$ cat config.mk
export PLATFORM = sky130hd
export DESIGN_NAME = execute_unit
export DESIGN_NICKNAME = d
export VERILOG_FILES = /design/src/rtl/execute_unit.sv
export SDC_FILE = /design/constraint.sdc
export NUM_CORES = 1
export LEC_CHECK = 0
export CAP_MARGIN = 20
export CELL_PAD_IN_SITES_DETAIL_PLACEMENT = 1
export CELL_PAD_IN_SITES_GLOBAL_PLACEMENT = 1
export CORE_ASPECT_RATIO = 1.5
export CORE_MARGIN = 5
export CORE_UTILIZATION = 35
export CTS_CLUSTER_DIAMETER = 100
export DETAILED_ROUTE_END_ITERATION = 7
export DONT_BUFFER_PORTS = 1
export GPL_TIMING_DRIVEN = 0
export PLACE_DENSITY_LB_ADDON = 0.2
export SYNTH_ARGS = -nofsm -noshare
export SYNTH_HDL_FRONTEND = slang
export SYNTH_SLANG_ARGS = --single-unit
$ cat constraint.sdc
create_clock -name clk -period 9.3 [get_ports clk]
set_clock_uncertainty 0.05 [all_clocks]
set_input_delay 0.93 -clock clk [delete_from_list [all_inputs] [get_ports clk]]
set_output_delay 0.93 -clock clk [all_outputs]
set_load 0.02 [all_outputs]
$ cat src/rtl/execute_unit.sv
// rtl/execute_unit.sv - single-issue ALU with iterative multiplier and writeback forwarding
module execute_unit #(
  parameter int FWD_EN = 1
) (
  input  logic        clk,
  input  logic        rst,
  input  logic        in_valid,
  output logic        in_ready,
  input  logic [3:0]  op,
  input  logic [3:0]  dst,
  input  logic [3:0]  srcA_sel,
  input  logic [3:0]  srcB_sel,
  input  logic [15:0] srcA,
  input  logic [15:0] srcB,
  output logic        wb_we,
  output logic [3:0]  wb_reg,
  output logic [15:0] wb_data,
  output logic        flag_z,
  output logic        flag_c,
  output logic        busy
);

  localparam logic [3:0] OP_ADD = 4'd0;
  localparam logic [3:0] OP_SUB = 4'd1;
  localparam logic [3:0] OP_AND = 4'd2;
  localparam logic [3:0] OP_OR  = 4'd3;
  localparam logic [3:0] OP_XOR = 4'd4;
  localparam logic [3:0] OP_SHL = 4'd5;
  localparam logic [3:0] OP_SHR = 4'd6;
  localparam logic [3:0] OP_MOV = 4'd7;
  localparam logic [3:0] OP_MUL = 4'd8;
  localparam logic [3:0] OP_CMP = 4'd9;

  typedef enum logic {
    S_IDLE,
    S_MUL
  } state_t;

  state_t state, state_next;

  logic        accept;
  logic [15:0] opa, opb;

  logic [16:0] sum17, diff17;
  logic [31:0] shl32, shr32;
  logic [15:0] alu_res;
  logic        alu_c;
  logic        alu_wr;
  logic        alu_flags;

  logic [15:0] mul_mcand, mul_mplier, mul_acc, acc_next;
  logic [3:0]  mul_cnt, mul_dst;
  logic        mul_last;

  assign accept = in_valid && in_ready;

  // The writeback being presented this cycle is newer than the register file read.
  always_comb begin
    opa = srcA;
    opb = srcB;
    if (FWD_EN != 0 && wb_we && wb_reg == srcA_sel) opa = wb_data;
    if (FWD_EN != 0 && wb_we && wb_reg == srcB_sel) opb = wb_data;
  end

  // Wide shifts leave the last bit shifted out sitting just beyond the result field.
  assign sum17  = {1'b0, opa} + {1'b0, opb};
  assign diff17 = {1'b0, opa} - {1'b0, opb};
  assign shl32  = {16'h0000, opa} << opb[3:0];
  assign shr32  = {opa, 16'h0000} >> opb[3:0];

  always_comb begin
    alu_res   = 16'h0000;
    alu_c     = 1'b0;
    alu_wr    = 1'b1;
    alu_flags = 1'b1;
    case (op)
      OP_ADD: begin
        alu_res = sum17[15:0];
        alu_c   = sum17[16];
      end
      OP_SUB: begin
        alu_res = diff17[15:0];
        alu_c   = diff17[16];
      end
      OP_AND: alu_res = opa & opb;
      OP_OR:  alu_res = opa | opb;
      OP_XOR: alu_res = opa ^ opb;
      OP_SHL: begin
        alu_res = shl32[15:0];
        alu_c   = shl32[16];
      end
      OP_SHR: begin
        alu_res = shr32[31:16];
        alu_c   = shr32[15];
      end
      OP_MOV: alu_res = opb;
      OP_CMP: begin
        alu_res = diff17[15:0];
        alu_c   = diff17[16];
        alu_wr  = 1'b0;
      end
      default: begin
        alu_wr    = 1'b0;
        alu_flags = 1'b0;
      end
    endcase
  end

  assign acc_next = mul_acc + (mul_mplier[0] ? mul_mcand : 16'h0000);
  assign mul_last = (mul_cnt == 4'd15);

  always_ff @(posedge clk) begin
    if (rst) state <= S_IDLE;
    else     state <= state_next;
  end

  always_comb begin
    state_next = state;
    in_ready   = 1'b0;
    busy       = 1'b0;
    case (state)
      S_IDLE: begin
        in_ready = !rst;
        if (in_valid && !rst && op == OP_MUL) state_next = S_MUL;
      end
      S_MUL: begin
        busy = 1'b1;
        if (mul_last) state_next = S_IDLE;
      end
      default: state_next = S_IDLE;
    endcase
  end

  always_ff @(posedge clk) begin
    if (rst) begin
      wb_we      <= 1'b0;
      wb_reg     <= 4'd0;
      wb_data    <= 16'h0000;
      flag_z     <= 1'b0;
      flag_c     <= 1'b0;
      mul_mcand  <= 16'h0000;
      mul_mplier <= 16'h0000;
      mul_acc    <= 16'h0000;
      mul_cnt    <= 4'd0;
      mul_dst    <= 4'd0;
    end else begin
      wb_we <= 1'b0;
      if (accept) begin
        if (op == OP_MUL) begin
          mul_mcand  <= opa;
          mul_mplier <= opb;
          mul_acc    <= 16'h0000;
          mul_cnt    <= 4'd0;
          mul_dst    <= dst;
        end else begin
          if (alu_flags) begin
            flag_z <= (alu_res == 16'h0000);
            flag_c <= alu_c;
          end
          if (alu_wr) begin
            wb_we   <= 1'b1;
            wb_reg  <= dst;
            wb_data <= alu_res;
          end
        end
      end else if (state == S_MUL) begin
        // One multiplier bit per edge; only the low 16 product bits are kept.
        mul_acc    <= acc_next;
        mul_mcand  <= mul_mcand << 1;
        mul_mplier <= mul_mplier >> 1;
        mul_cnt    <= mul_cnt + 4'd1;
        if (mul_last) begin
          wb_we   <= 1'b1;
          wb_reg  <= mul_dst;
          wb_data <= acc_next;
          flag_z  <= (acc_next == 16'h0000);
          flag_c  <= 1'b0;
        end
      end
    end
  end

endmodule

## After elaboration in Yosys (flattened, before gate mapping)

Index checks and enable logic that the tools add are counted.

| storage, ports and cells | value |
|---|---|
| memory bits (writable) | 0 |
| bits in read-only memories | 0 |
| word-level logic and storage cells | 104 |
| memories kept | 0 |
| flip-flop bits (word level) | 80 |
| latch bits | 0 |

| cells by class | value |
|---|---|
| shift operators | 2 |
| div/mod/pow operators | 0 |
| magnitude comparators | 0 |
| equal/unequal tests | 16 |
| muxes and demuxes | 49 |
| bitwise logic cells | 4 |
| multipliers | 0 |
| reduce and logical (&&, ||, !) cells | 18 |
| $add $sub $neg | 4 |

Operators with widths:

| kind | number |
|---|---|
| two-way mux 16 bit | 17 |
| case mux 16 bit (8 select lines) | 1 |
| zero test 16 bit | 2 |
| two-way mux 4 bit | 8 |
| right shift 32 x 4 -> 32 bit | 1 |
| two-way mux 1 bit | 21 |
| adder 16 x 16 -> 17 bit | 1 |
| << shifter 16 x 4 -> 17 bit | 1 |
| subtractor 16 x 16 -> 17 bit | 1 |
| adder 16 bit | 1 |
| AND 16 bit | 1 |
| equality test 4 x 3 -> 1 bit, second input constant | 4 |
| bitwise OR 16 bit | 1 |
| bitwise XOR 16 bit | 1 |
| equality test 4 bit, second input constant | 3 |
| OR reduction 9 bit | 1 |
| equality test 4 x 2 -> 1 bit, second input constant | 2 |
| equality test 4 bit | 2 |
| AND reduction 4 bit | 2 |
| OR reduction 8 bit | 1 |
| != test 2 x 1 -> 1 bit, second input constant | 3 |
| logical AND 1 bit | 5 |
| adder 4 x 1 -> 4 bit, second input constant | 1 |
| equality test 4 x 1 -> 1 bit, second input constant | 1 |
| 9 further kinds | 11 |

## Depth between registers and ports, before layout

Gate-level depths: netlist of the first run.

| logic depth | value |
|---|---|
| depth in word-level cells | 9 |
| gate-level depth with buffers | 20 |

## Worst setup path after synthesis of the first run

OpenSTA, ideal clock, no wires.

| path | value |
|---|---|
| path kind | input-to-reg |
| start point | input port srcB_sel[2] |
| end point | register flag_z |
| stages | 18 |
| required time | 9.175 ns |
| data arrival time | 4.593 ns |
| path slack | 4.582 ns |
| path buffers | 2 |
| cell sequence | xnor2_1 > nand3_1 > o21ai_2 > nand2_4 > buf_2 > buf_2 > ha_1 > fa_1 > nor2b_1 > o311ai_0 > a211oi_1 > o31ai_1 > o21ai_0 > a21oi_1 > o221ai_1 > nor4_1 > nand4_1 > o22ai_1 |

| on the way | value |
|---|---|
| cells in the longest elaborated chain, start to end | 9 |
| elaborated cells on any way between the ends | 15 |
| classes of those cells | add/sub (2); eq/ne (1); shift (2); mux (5); bitwise (3); reduce/logical (2) |

RTL lines:

| element | RTL line | RTL |
|---|---|---|
| start: declaration | 12 | `input logic [3:0] srcB_sel,` |
| equality test 4 bit * | 62 | `if (FWD_EN != 0 && wb_we && wb_reg == srcB_sel) opb = wb_data;` |
| logical AND 1 bit * | 62 |  |
| two-way mux 16 bit * | 62 |  |
| subtractor 16 x 16 -> 17 bit (tied with other cells) | 67 | `assign diff17 = {1'b0, opa} - {1'b0, opb};` |
| case mux 16 bit (8 select lines) * | 76 | `case (op)` |
| zero test 16 bit * | 157 | `flag_z <= (alu_res == 16'h0000);` |
| two-way mux 1 bit * | 156 | `if (alu_flags) begin` |
| two-way mux 1 bit * | 149 | `if (op == OP_MUL) begin` |
| two-way mux 1 bit * | 148 | `if (accept) begin` |
| end signal: assignment | 157 |  |
| end signal: assignment | 176 | `flag_z <= (acc_next == 16'h0000);` |
| end: declaration | 18 | `output logic flag_z,` |

Every way passes the cells marked *; elsewhere a longest branch is shown, timed or not. The select of a mux whose other input is x is not followed.
A chain may end at the register's enable or synchronous reset.

## Worst setup path in the final report of the first run

| path | value |
|---|---|
| start point | input port srcB_sel[2] |
| end point | register wb_data[13] |

| on the way | value |
|---|---|
| cells in the longest elaborated chain, start to end | 8 |
| elaborated cells on any way between the ends | 14 |
| classes of those cells | add/sub (2); eq/ne (1); shift (2); mux (5); bitwise (3); reduce/logical (1) |

RTL lines:

| element | RTL line | RTL |
|---|---|---|
| equality test 4 bit * | 62 |  |
| logical AND 1 bit * | 62 |  |
| two-way mux 16 bit * | 62 |  |
| subtractor 16 x 16 -> 17 bit (tied with other cells) | 67 |  |
| case mux 16 bit (8 select lines) * | 76 |  |
| two-way mux 16 bit * | 160 | `if (alu_wr) begin` |
| two-way mux 16 bit * | 149 |  |
| two-way mux 16 bit * | 148 |  |
| end signal: assignment | 163 | `wb_data <= alu_res;` |
| end signal: assignment | 175 | `wb_data <= acc_next;` |
| end: declaration | 17 | `output logic [15:0] wb_data,` |

Marked as above.

==> results.md, run 1 <==
* F_max at 166 MHz
* Net Sw Frac at 0.394
* Met1 Wirelength at ~17 mm
* Reg power frac at 0.324
* NetSw at 433 uW
* Largest area contributor in the netlist: dfxtp_1
* Die height at 207 microns
* Final Cycle Share at 0.649
* Synth unique cells at 86
* Aggregate global routing overflow at 0
* Fin crit period at between 6 and 7 ns
* #FFs+latches synth at 80
* Worst path cell trace: xnor2_1 -> nand3_1 -> nor2_1 -> buf_6 -> mux2i_1 -> inv_1 -> ha_1 -> buf_2 -> inv_1 -> a21o_1 -> nand2b_1 -> a311oi_1 -> a21oi_1 -> o21ai_0 -> o21ai_0 -> o211a_1 -> nand2_1 -> o211ai_1 -> a21oi_1
* Avg WL per Cell at 29.1 microns
* IO Count at 76
* First-pass DRT Iterations at 6
* CP Capture Type: flip-flop
* Hold Crit Class: reg2reg
* Clock sinks at 80
* Reg clk slew, reported paths at ~0.070 ns
* FILL cells at 3,301
* Root buffer cell: clkbuf_16
* Largest net degree at the start of global routing at 17
* Nature of the critical path startpoint: input port
* DP HPWL at 38.9 mm
* Area growth, synth to finish at 8.05%
* Metal3 WL at about 2.6 mm
* Sequential fraction of the synthesis area at 0.176
* Fin worst setup slack at 3.27 ns
* Rel. slew slack at 0.300
* Cells after Synth at 1,286
* Clock power share at 0.346
* Row cnt at 72
* CP Max Fanout at 10
* Final Hold Fails at 0
* Commonest cells in the netlist: nor2_1, a21oi_1, nand2_1, dfxtp_1, ha_1
* Run status: finished clean
* Initial Utilization at 0.354
* Synth warn at 0
* Crit path largest cell delay at about 0.8 ns
* Setup WS pre-CTS at a little over 3 ns
* Most frequent cell after synthesis: nor2_1
* Synth top area cells: dfxtp_1, ha_1, nor2_1, a21oi_1, nand2_1
* Final RePlAce weighted congestion at 1.05
* DRC at 0
* DR vias/cell at 6.51
* WP data arrival at around 6.3 ns
* Fraction of layout cells with a size suffix above 1 at 0.0698
* Die Wd at 141 microns
* Max clock buf depth at 2
* Highest routed layer: met5
* RSZ-0062 raised after global routing: false
* Pint at roughly 670 uW
* Fin nets at 1,416
* Comb power frac at 0.330
* Reg-to-reg slack, setup at 3.28 ns
* Buf/Inv on CP at 4
* Initial antenna violation count at 1
* Synth Area per Inst at 7.06 sq um
* Final wirelength at roughly 48 mm
* Async set-or-reset flop fraction in the synthesized netlist at 0
* Total track usage at 0.317
* Drt first-iter violations at 818
* Slowest CP cell: mux2i_1
* Final slew viol count at 0
* DR vias at 10.7k
* Required @ worst endpoint at around 9.5 ns
* Setup violators final at 0
* Vias in the first global route at 10.7k
* TritonCTS clock tree: yes
* Synthesized Nets at 1,404
* Global-route wire length before repair at between 60 and 70 mm
* I/O Buffers at 0
* Crit path kind: in2reg
* H-tree depth at 3
* Top flip-flop cell by instance count after synthesis: dfxtp_1
* Clk_lat worst skew at 0.35 ns
* Post-CTS setup buffers at 0
* PD cells at 112 mW/mm^2
* Resize count post-CTS at 0
* CP delay by family, top: compound AO/OA/AOI/OAI gates
* EDFF count, synth at 0
* Detail Route Antenna Nets at 0
* Mapped Area at roughly 0.0091 sq mm
* Die area at 0.0293 sq mm
* CTS buffer count at 9
* Worst Max-Slew Pin Slew at 1.04 ns
* P_leak at 0.00375 uW
* Total core area at 0.0257 sq mm
* Setup TNS at 0 ns
* Worst vdd ir at between 100 and 150 uV
* Synth top area share at 0.176
* DR WL met2 at ~24 mm
* Hold buffers post-CTS at 0
* Max-cap violation count at 0
layer usage:
layer	global-route usage	vias up
li1	-	4793
met1	0.344	5268
met2	0.569	460
met3	0.0364	142
met4	0.211	2
met5	0	-
final cells by class:
| type | instances | area [sq um] | area share |
|---|---|---|---|
| diodes | 1 | 2.50 | 0.000255 |
| clock buffers | 9 | 225 | 0.0230 |
| clock inverters | 7 | 81.3 | 0.00829 |
| plain buffers | 85 | 402 | 0.0410 |
| inverters | 57 | 216 | 0.0221 |
| flip-flops and latches | 80 | 1600 | 0.163 |
| multi-input cells | 1064 | 6860 | 0.699 |
| repair buffers | 1 | 5.00 | 0.000510 |
| well taps | 333 | 417 | 0.0425 |
logic make-up after synthesis:
group / share of synthesized area
muxes: 0.0499
xor gates and xnor gates: 0.0338
buffers and inverters: 0.0681
AOI/OAI and AO/OA: 0.323
adders and majority gates: 0.0940
and+or+nand+nor: 0.255
DFF: 0.176
placed cells by master (no fill, tap or decap), types with 20 or more instances in the layout:
cell,count
o21ai_1,23
clkbuf_1,56
xnor2_1,31
nor3_1,37
dfxtp_1,80
nand2_1,117
o21ai_0,52
a21oi_1,119
o211ai_1,28
nor2_1,160
and2_1,20
inv_1,51
ha_1,65
and3_1,21
a211oi_1,56
mux2i_1,24
nand3_1,43
worst register-to-register path: cells and delay by family, from the launching register on:
family                   cells  cell delay [ns]
adder cells (fa/ha/maj)      1             0.31
AND/OR/NAND/NOR              4             0.89
AO/OA/AOI/OAI                8             2.49
XOR/XNOR                     1             0.18
multiplexers                 1             0.81
buffers and inverters        4             0.66
flip-flops                   1             0.54
through the flow:
stage | area (sq um) | util | std cells | power, uW | hold slack (ns)
final | 9810 | 0.382 | 1637 | 1100 | 0.410
after global placement | 9490 | 0.370 | 1619 | 714 | 0.394
after CTS | 9800 | 0.382 | 1635 | 1090 | 0.410
after global routing | 9800 | 0.382 | 1636 | 1140 | 0.441
after detailed placement | 9490 | 0.370 | 1619 | 715 | 0.399
after floorplan | 9080 | - | 1286 | 590 | 0.387
power by group through the flow:
stage / sequential [uW] / clock (uW) / combinational, uW
2_1_floorplan: 361 / 0 / 229
6_report: 357 / 380 / 363
4_1_cts: 357 / 382 / 353
3_5_place_dp: 365 / 0 / 351
5_1_grt: 357 / 398 / 383
3_3_place_gp: 364 / 0 / 350
worst paths after layout:
check / endpoint / cells past startpoint / startpoint
hold / removal: mul_dst[1]$_SDFFE_PP0P_ / 2 / mul_dst[1]$_SDFFE_PP0P_
setup / recovery: wb_data[13]$_SDFFE_PP0P_ / 19 / srcB_sel[2]
hold reg to reg: mul_dst[1]$_SDFFE_PP0P_ / 2 / mul_dst[1]$_SDFFE_PP0P_
setup reg to reg: wb_data[13]$_SDFFE_PP0P_ / 19 / wb_reg[3]$_SDFFE_PP0P_
(Power assumes the default switching activity.)
==> run 2: changes to the inputs <==
==> constraint.sdc (replaced) <==
create_clock -name clk -period 5.35 [get_ports clk]
set_clock_uncertainty 0.05 [all_clocks]
set_input_delay 0.535 -clock clk [delete_from_list [all_inputs] [get_ports clk]]
set_output_delay 0.535 -clock clk [all_outputs]
set_load 0.02 [all_outputs]
==> run 2 against run 1 <==
Critical path type is now reg2reg. Wire length is 0.33% higher. Largest cell class unchanged. Clock power grew 73%. Via count decreased by 1.0%.
==> results.md, run 2 (synthesis gave the netlist of run 1 again) <==
* PD cells at 194 mW/mm^2
* Vias in the first global route at 10.6k
* Die Wd at 141 microns
* DR vias/cell at 6.46
* Total core area at 0.0257 sq mm
* Clock power share at 0.342
* H-tree depth at 3
* Min-delay src: dst[3]
* Fin crit period at 5.23 ns
* Final Cycle Share at 0.977
* DR WL met2 at 24.4 mm
* Fin worst setup slack at around 0.12 ns
* Fin area at 0.00991 sq mm
* Die area at 0.0293 sq mm
* Highest routed layer: met5
* Placed Area at between 0.009 and 0.01 sq mm
* Root buffer cell: clkbuf_16
* Initial antenna violation count at 1
* Commonest cells after routing, fill and taps aside: nor2_1, a21oi_1, nand2_1
* Finished Layout Cells at 1,634
* Max-cap violation count at 0
* Crit path from: wb_reg[3]$_SDFFE_PP0P_
* NetSw at 755 uW
* Comb power frac at 0.335
* Number of cells after detailed placement at 1,619
* FF-to-FF End: flag_z$_SDFFE_PP0P_
* Total track usage at 0.316
* WP data arrival at between 5 and 6 ns
* Crit path kind: reg2reg
* Met1 Wirelength at 17.4 mm
* Hold path depth at 2
* DRC at 0
* Area growth, synth to finish at 9.21%
* Worst Max-Slew Pin Slew at 0.994 ns
* Setup violators final at 0
* Required @ worst endpoint at 5.57 ns
* Metal3 WL at approximately 2.2 mm
* Setup TNS at 0 ns
* Net Sw Frac at 0.393
* Reg-to-reg slack, setup at 0.12 ns
* Hold Path End: mul_dst[3]$_SDFFE_PP0P_
* CTS buffer count at 9
* Hold buffers post-CTS at 0
* Hold Crit Class: in2reg
* Run status: finished clean
* Final Hold Fails at 0
* Clk_lat worst skew at 0.35 ns
* DR vias at between 10k and 15k
* Final slew viol count at 0
* Fin nets at 1,414
* Most common cell after layout, fill and taps aside: nor2_1
* CP Max Fanout at 11
* Row cnt at 72
* Ant. Diodes at 0
* Global-route wire length before repair at between 60 and 70 mm
* Clock sinks at 80
* DP HPWL at 38.9 mm
* Drt first-iter violations at roughly 860
* Fraction of layout cells with a size suffix above 1 at 0.0861
* Final core utilization at 0.386
* Reg power frac at 0.323
* F_max at 191 MHz
* Max clock buf depth at 2
* Setup WS pre-CTS at -0.527 ns
* P_leak at between 0.003 and 0.004 uW
* Largest net degree at the start of global routing at 21
* Crit path largest cell delay at 0.46 ns
* Critical Path Most Common Cell: buf_2
* First-pass DRT Iterations at 6
* Final wirelength at roughly 48 mm
* I/O Buffers at 0
* Final RePlAce weighted congestion at 1.05
* Rel. slew slack at 0.333
* Avg WL per Cell at 29.2 microns
* Pint at approximately 1200 uW
* Worst vdd ir at 192 uV
* Worst path cell trace: xnor2_1 -> nand3_1 -> o21ai_2 -> nand2_4 -> buf_2 -> buf_2 -> ha_1 -> fa_1 -> nor2b_1 -> o311ai_2 -> a211oi_2 -> o31ai_2 -> o21ai_0 -> a21oi_2 -> o221ai_1 -> nor4_1 -> nand4_1 -> o22ai_1
* Slowest CP cell: fa_1
* CP Capture Type: flip-flop
* Nature of the critical path startpoint: flip-flop
* TritonCTS clock tree: yes
* Worst r2r src: wb_reg[3]$_SDFFE_PP0P_
* IO Count at 76
* Die height at 207 microns
* Detail Route Antenna Nets at 0
* Aggregate global routing overflow at 0
* Reg clk slew, reported paths at around 0.070 ns
* FF-to-FF path depth at 18
* Initial Utilization at 0.354
run 2: cell count changes in the layout (fill, tap and decap cells not counted), moves of 3 or more:
cell | before | now
a211oi_1 | 56 | 52
a211oi_2 | 1 | 5
dfxtp_1 | 80 | 76
dfxtp_2 | 0 | 4
mux2i_1 | 24 | 20
mux2i_4 | 0 | 4
clkbuf_1 | 56 | 53
o21ai_0 | 52 | 49
run 2: how the worst max path moves through the flow:
stage,endpoint,slack (ns),depth (start not counted)
3_5_place_dp,wb_data[13]$_SDFFE_PP0P_,-0.53,19
3_3_place_gp,wb_data[13]$_SDFFE_PP0P_,-0.48,19
2_1_floorplan,flag_z$_SDFFE_PP0P_,1.03,18
6_report,flag_z$_SDFFE_PP0P_,0.12,18
4_1_cts,flag_z$_SDFFE_PP0P_,0.02,18
5_1_grt,flag_z$_SDFFE_PP0P_,-0.009,19
run 2: stage by stage:
stage / power (uW) / hold slack [ns]
final: 1920 / 0.258
after global routing: 1990 / 0.270
after CTS: 1900 / 0.260
after detailed placement: 1240 / 0.399
after global placement: 1240 / 0.394
after floorplan: 1030 / 0.387
run 2: what timing repair did:
item | CTS | global route
resized for setup | 14 | 15
setup buffers | 0 | 1
setup endpoints to repair | 7 | 7
run 2: area by class of cell:
class	instances	area [sq um]
Tap cell	333	417
Clock buffer	9	225
Buffer	82	390
Sequential cell	80	1610
Timing Repair Buffer	2	12.5
Clock inverter	7	81.3
Inverter	57	216
Multi-Input combinational cell	1064	6960
Fill cell	3287	15800
run 2: layer usage:
metal / up-vias / track usage
met3: 149 / 0.0309
met1: 5218 / 0.347
met5: - / 0
met4: 2 / 0.211
met2: 404 / 0.568
li1: 4782 / -
run 2: worst max-delay path, delay by kind of cell, from the launching register on:
kind / cells / cell delay (ns)
AO/OA/AOI/OAI: 8 / 2.06
buffers and inverters: 2 / 0.56
XOR/XNOR: 1 / 0.16
adder cells (fa/ha/maj): 2 / 0.78
AND/OR/NAND/NOR: 5 / 1.07
flip-flops: 1 / 0.44
run 2: power groups by stage:
stage	Sequential, uW	Clock [uW]	Combinational, uW
2_1_floorplan	628	0	399
3_3_place_gp	633	0	609
3_5_place_dp	634	0	610
4_1_cts	620	663	617
5_1_grt	621	692	676
6_report	620	657	642
==> run 3: changes to the inputs <==
--- a/config.mk
+++ b/config.mk
@@ -8,7 +8,7 @@
 export CAP_MARGIN = 20
 export CELL_PAD_IN_SITES_DETAIL_PLACEMENT = 1
 export CELL_PAD_IN_SITES_GLOBAL_PLACEMENT = 1
-export CORE_ASPECT_RATIO = 1.5
+export CORE_ASPECT_RATIO = 1.2
 export CORE_MARGIN = 5
 export CORE_UTILIZATION = 35
 export CTS_CLUSTER_DIAMETER = 100
==> run 3 against run 2 <==
Sequential share of layout area increased by 0.12 points. Largest cell class unchanged. Register-to-register slack better by 0.04 ns. Global-route usage is 1.1 points lower. Design area shrank 0.72%. Critical path type unchanged. Flip-flop and latch count unchanged. Fmax up 0.68%. Critical path depth up 1. Die area is 0.18% lower.
==> results.md, run 3 (synthesis gave the netlist of run 1 again) <==
* Fin worst setup slack at 0.159 ns
* Aggregate global routing overflow at 0
* Final wirelength at around 46 mm
* Worst Max-Slew Pin Slew at 1.16 ns
* Post-CTS setup buffers at 0
* Most common cell after layout, fill and taps aside: nor2_1
* Clk_lat worst skew at 0.35 ns
* Global-route wire length before repair at 67.9 mm
* Worst vdd ir at 147 uV
* Final Cycle Share at 0.970
* Commonest cells after routing, fill and taps aside: nor2_1, a21oi_1, nand2_1
* Setup violators final at 0
* Slowest CP cell: fa_1
* DR vias at 10.5k
* Root buffer cell: clkbuf_16
* Total core area at roughly 0.026 sq mm
* DRC at 0
* Fin area at 0.00984 sq mm
* Reg clk slew, reported paths at 0.07 ns
* Final Hold Fails at 0
* Rel. slew slack at 0.221
* Fin nets at 1,413
* DP HPWL at 37.3 mm
* DR vias/cell at approximately 6.4
* Hold Crit Class: in2reg
* Die Wd at 157 microns
* Drt first-iter violations at 860
* Reg-to-reg slack, setup at ~0.16 ns
* First-pass DRT Iterations at 5
* Setup WS pre-CTS at -0.456 ns
* Die height at 186 microns
* Run status: finished clean
* Fin crit period at 5.19 ns
* CP Capture Type: flip-flop
* F_max at 193 MHz
* Nature of the critical path startpoint: flip-flop
* Total track usage at 0.305
* Crit path kind: reg2reg
* CP delay by family, top: compound AO/OA/AOI/OAI gates
* Max-cap violation count at 0
* PD cells at 187 mW/mm^2
* Initial antenna violation count at 2
* Detail Route Antenna Nets at 0
* Number of cells after detailed placement at 1,616
* WP data arrival at approximately 5.4 ns
* Clock sinks at 80
* Area growth, synth to finish at 8.42%
* I/O Buffers at 0
* IO Count at 76
* Final RePlAce weighted congestion at 0.979
* RSZ-0062 raised after global routing: false
* Initial Utilization at 0.355
* Buf/Inv on CP at 2
* Crit path largest cell delay at roughly 0.45 ns
* H-tree depth at 3
* Vias in the first global route at 10.7k
* Fraction of layout cells with a size suffix above 1 at 0.0793
* Placed Area at 0.00949 sq mm
* Avg WL per Cell at 28.0 microns
* Final slew viol count at 0
* CP Max Fanout at 11
* P_leak at 0.00375 uW
* Die area at ~0.029 sq mm
* CTS buffer count at 9
* TritonCTS clock tree: yes
* Finished Layout Cells at 1,629
* Worst path cell trace: xnor2_1 -> nand3_1 -> o21ai_2 -> nand2_4 -> buf_2 -> buf_2 -> ha_1 -> fa_1 -> nor2b_1 -> o311ai_2 -> nand2b_1 -> a21oi_1 -> xnor2_1 -> o221ai_1 -> a211oi_1 -> nand4_1 -> nor4_1 -> nand4_1 -> o22ai_1
* Row cnt at 64
* Required @ worst endpoint at 5.58 ns
* Max clock buf depth at 2
* Largest net degree at the start of global routing at 21
* FILL cells at approximately 3.3k
* Ant. Diodes at 0
[run 3: power by group]
group | internal [uW] | leakage [uW] | switching [uW]
registers | 603 | 0.000647 | 17.6
clock network | 338 | 0.000142 | 254
logic | 188 | 0.00296 | 436
[run 3: routing by layer]
metal	vias up	track usage	routed length, microns
li1	4773	-	-
met1	5154	0.369	17900
met5	-	0	21
met3	156	0.0364	2630
met2	409	0.511	21600
met4	4	0.186	3460
[run 3: timing repair]
action	4_1_cts	5_1_grt
hold buffers	0	0
pin swaps	0	1
hold endpoints to repair	0	0
resized for setup	6	14
gates cloned	0	0
endpoints found under the setup margin	10	8
[run 3: area by class of cell]
type                            instances  area, sq um  share of cell area
Tap cell                              330          413              0.0420
Sequential cell                        80         1610               0.163
Inverter                               57          216              0.0220
Buffer                                 83          394              0.0401
Clock inverter                          4         27.5             0.00280
Clock buffer                           11          253              0.0257
Multi-Input combinational cell       1064         6930               0.704
[run 3: worst register-to-register path: stages, from the launching register on]
cell and delay, ns:
dfxtp_2 0.44, xnor2_1 0.16, nand3_1 0.20, o21ai_2 0.30, nand2_4 0.18, buf_2 0.28
buf_2 0.28, ha_1 0.33, fa_1 0.45, nor2b_1 0.17, o311ai_2 0.39, nand2b_1 0.11
a21oi_1 0.19, xnor2_1 0.16, o221ai_1 0.23, a211oi_1 0.28, nand4_1 0.23, nor4_1 0.36
nand4_1 0.15, o22ai_1 0.19
[run 3: final timing paths]
path / startpoint / endpoint / cells after the start
worst max-delay path: wb_reg[2]$_SDFFE_PP0P_ / flag_z$_SDFFE_PP0P_ / 19
worst min-delay path: dst[2] / mul_dst[2]$_SDFFE_PP0P_ / 2
worst max register to register: wb_reg[2]$_SDFFE_PP0P_ / flag_z$_SDFFE_PP0P_ / 19
worst min register to register: mul_dst[0]$_SDFFE_PP0P_ / mul_dst[0]$_SDFFE_PP0P_ / 2
[run 3: stage by stage]
| stage | total power, uW | TNS [ns] | hold WS, ns | utilization |
|---|---|---|---|---|
| global placement | 1230 | -1.69 | 0.395 | 0.371 |
| floorplan | 1030 | 0 | 0.387 | - |
| finish | 1840 | 0 | 0.282 | 0.385 |
| detailed placement | 1230 | -1.27 | 0.405 | 0.371 |
| CTS | 1830 | 0 | 0.262 | 0.383 |
| global route | 1920 | 0 | 0.276 | 0.385 |
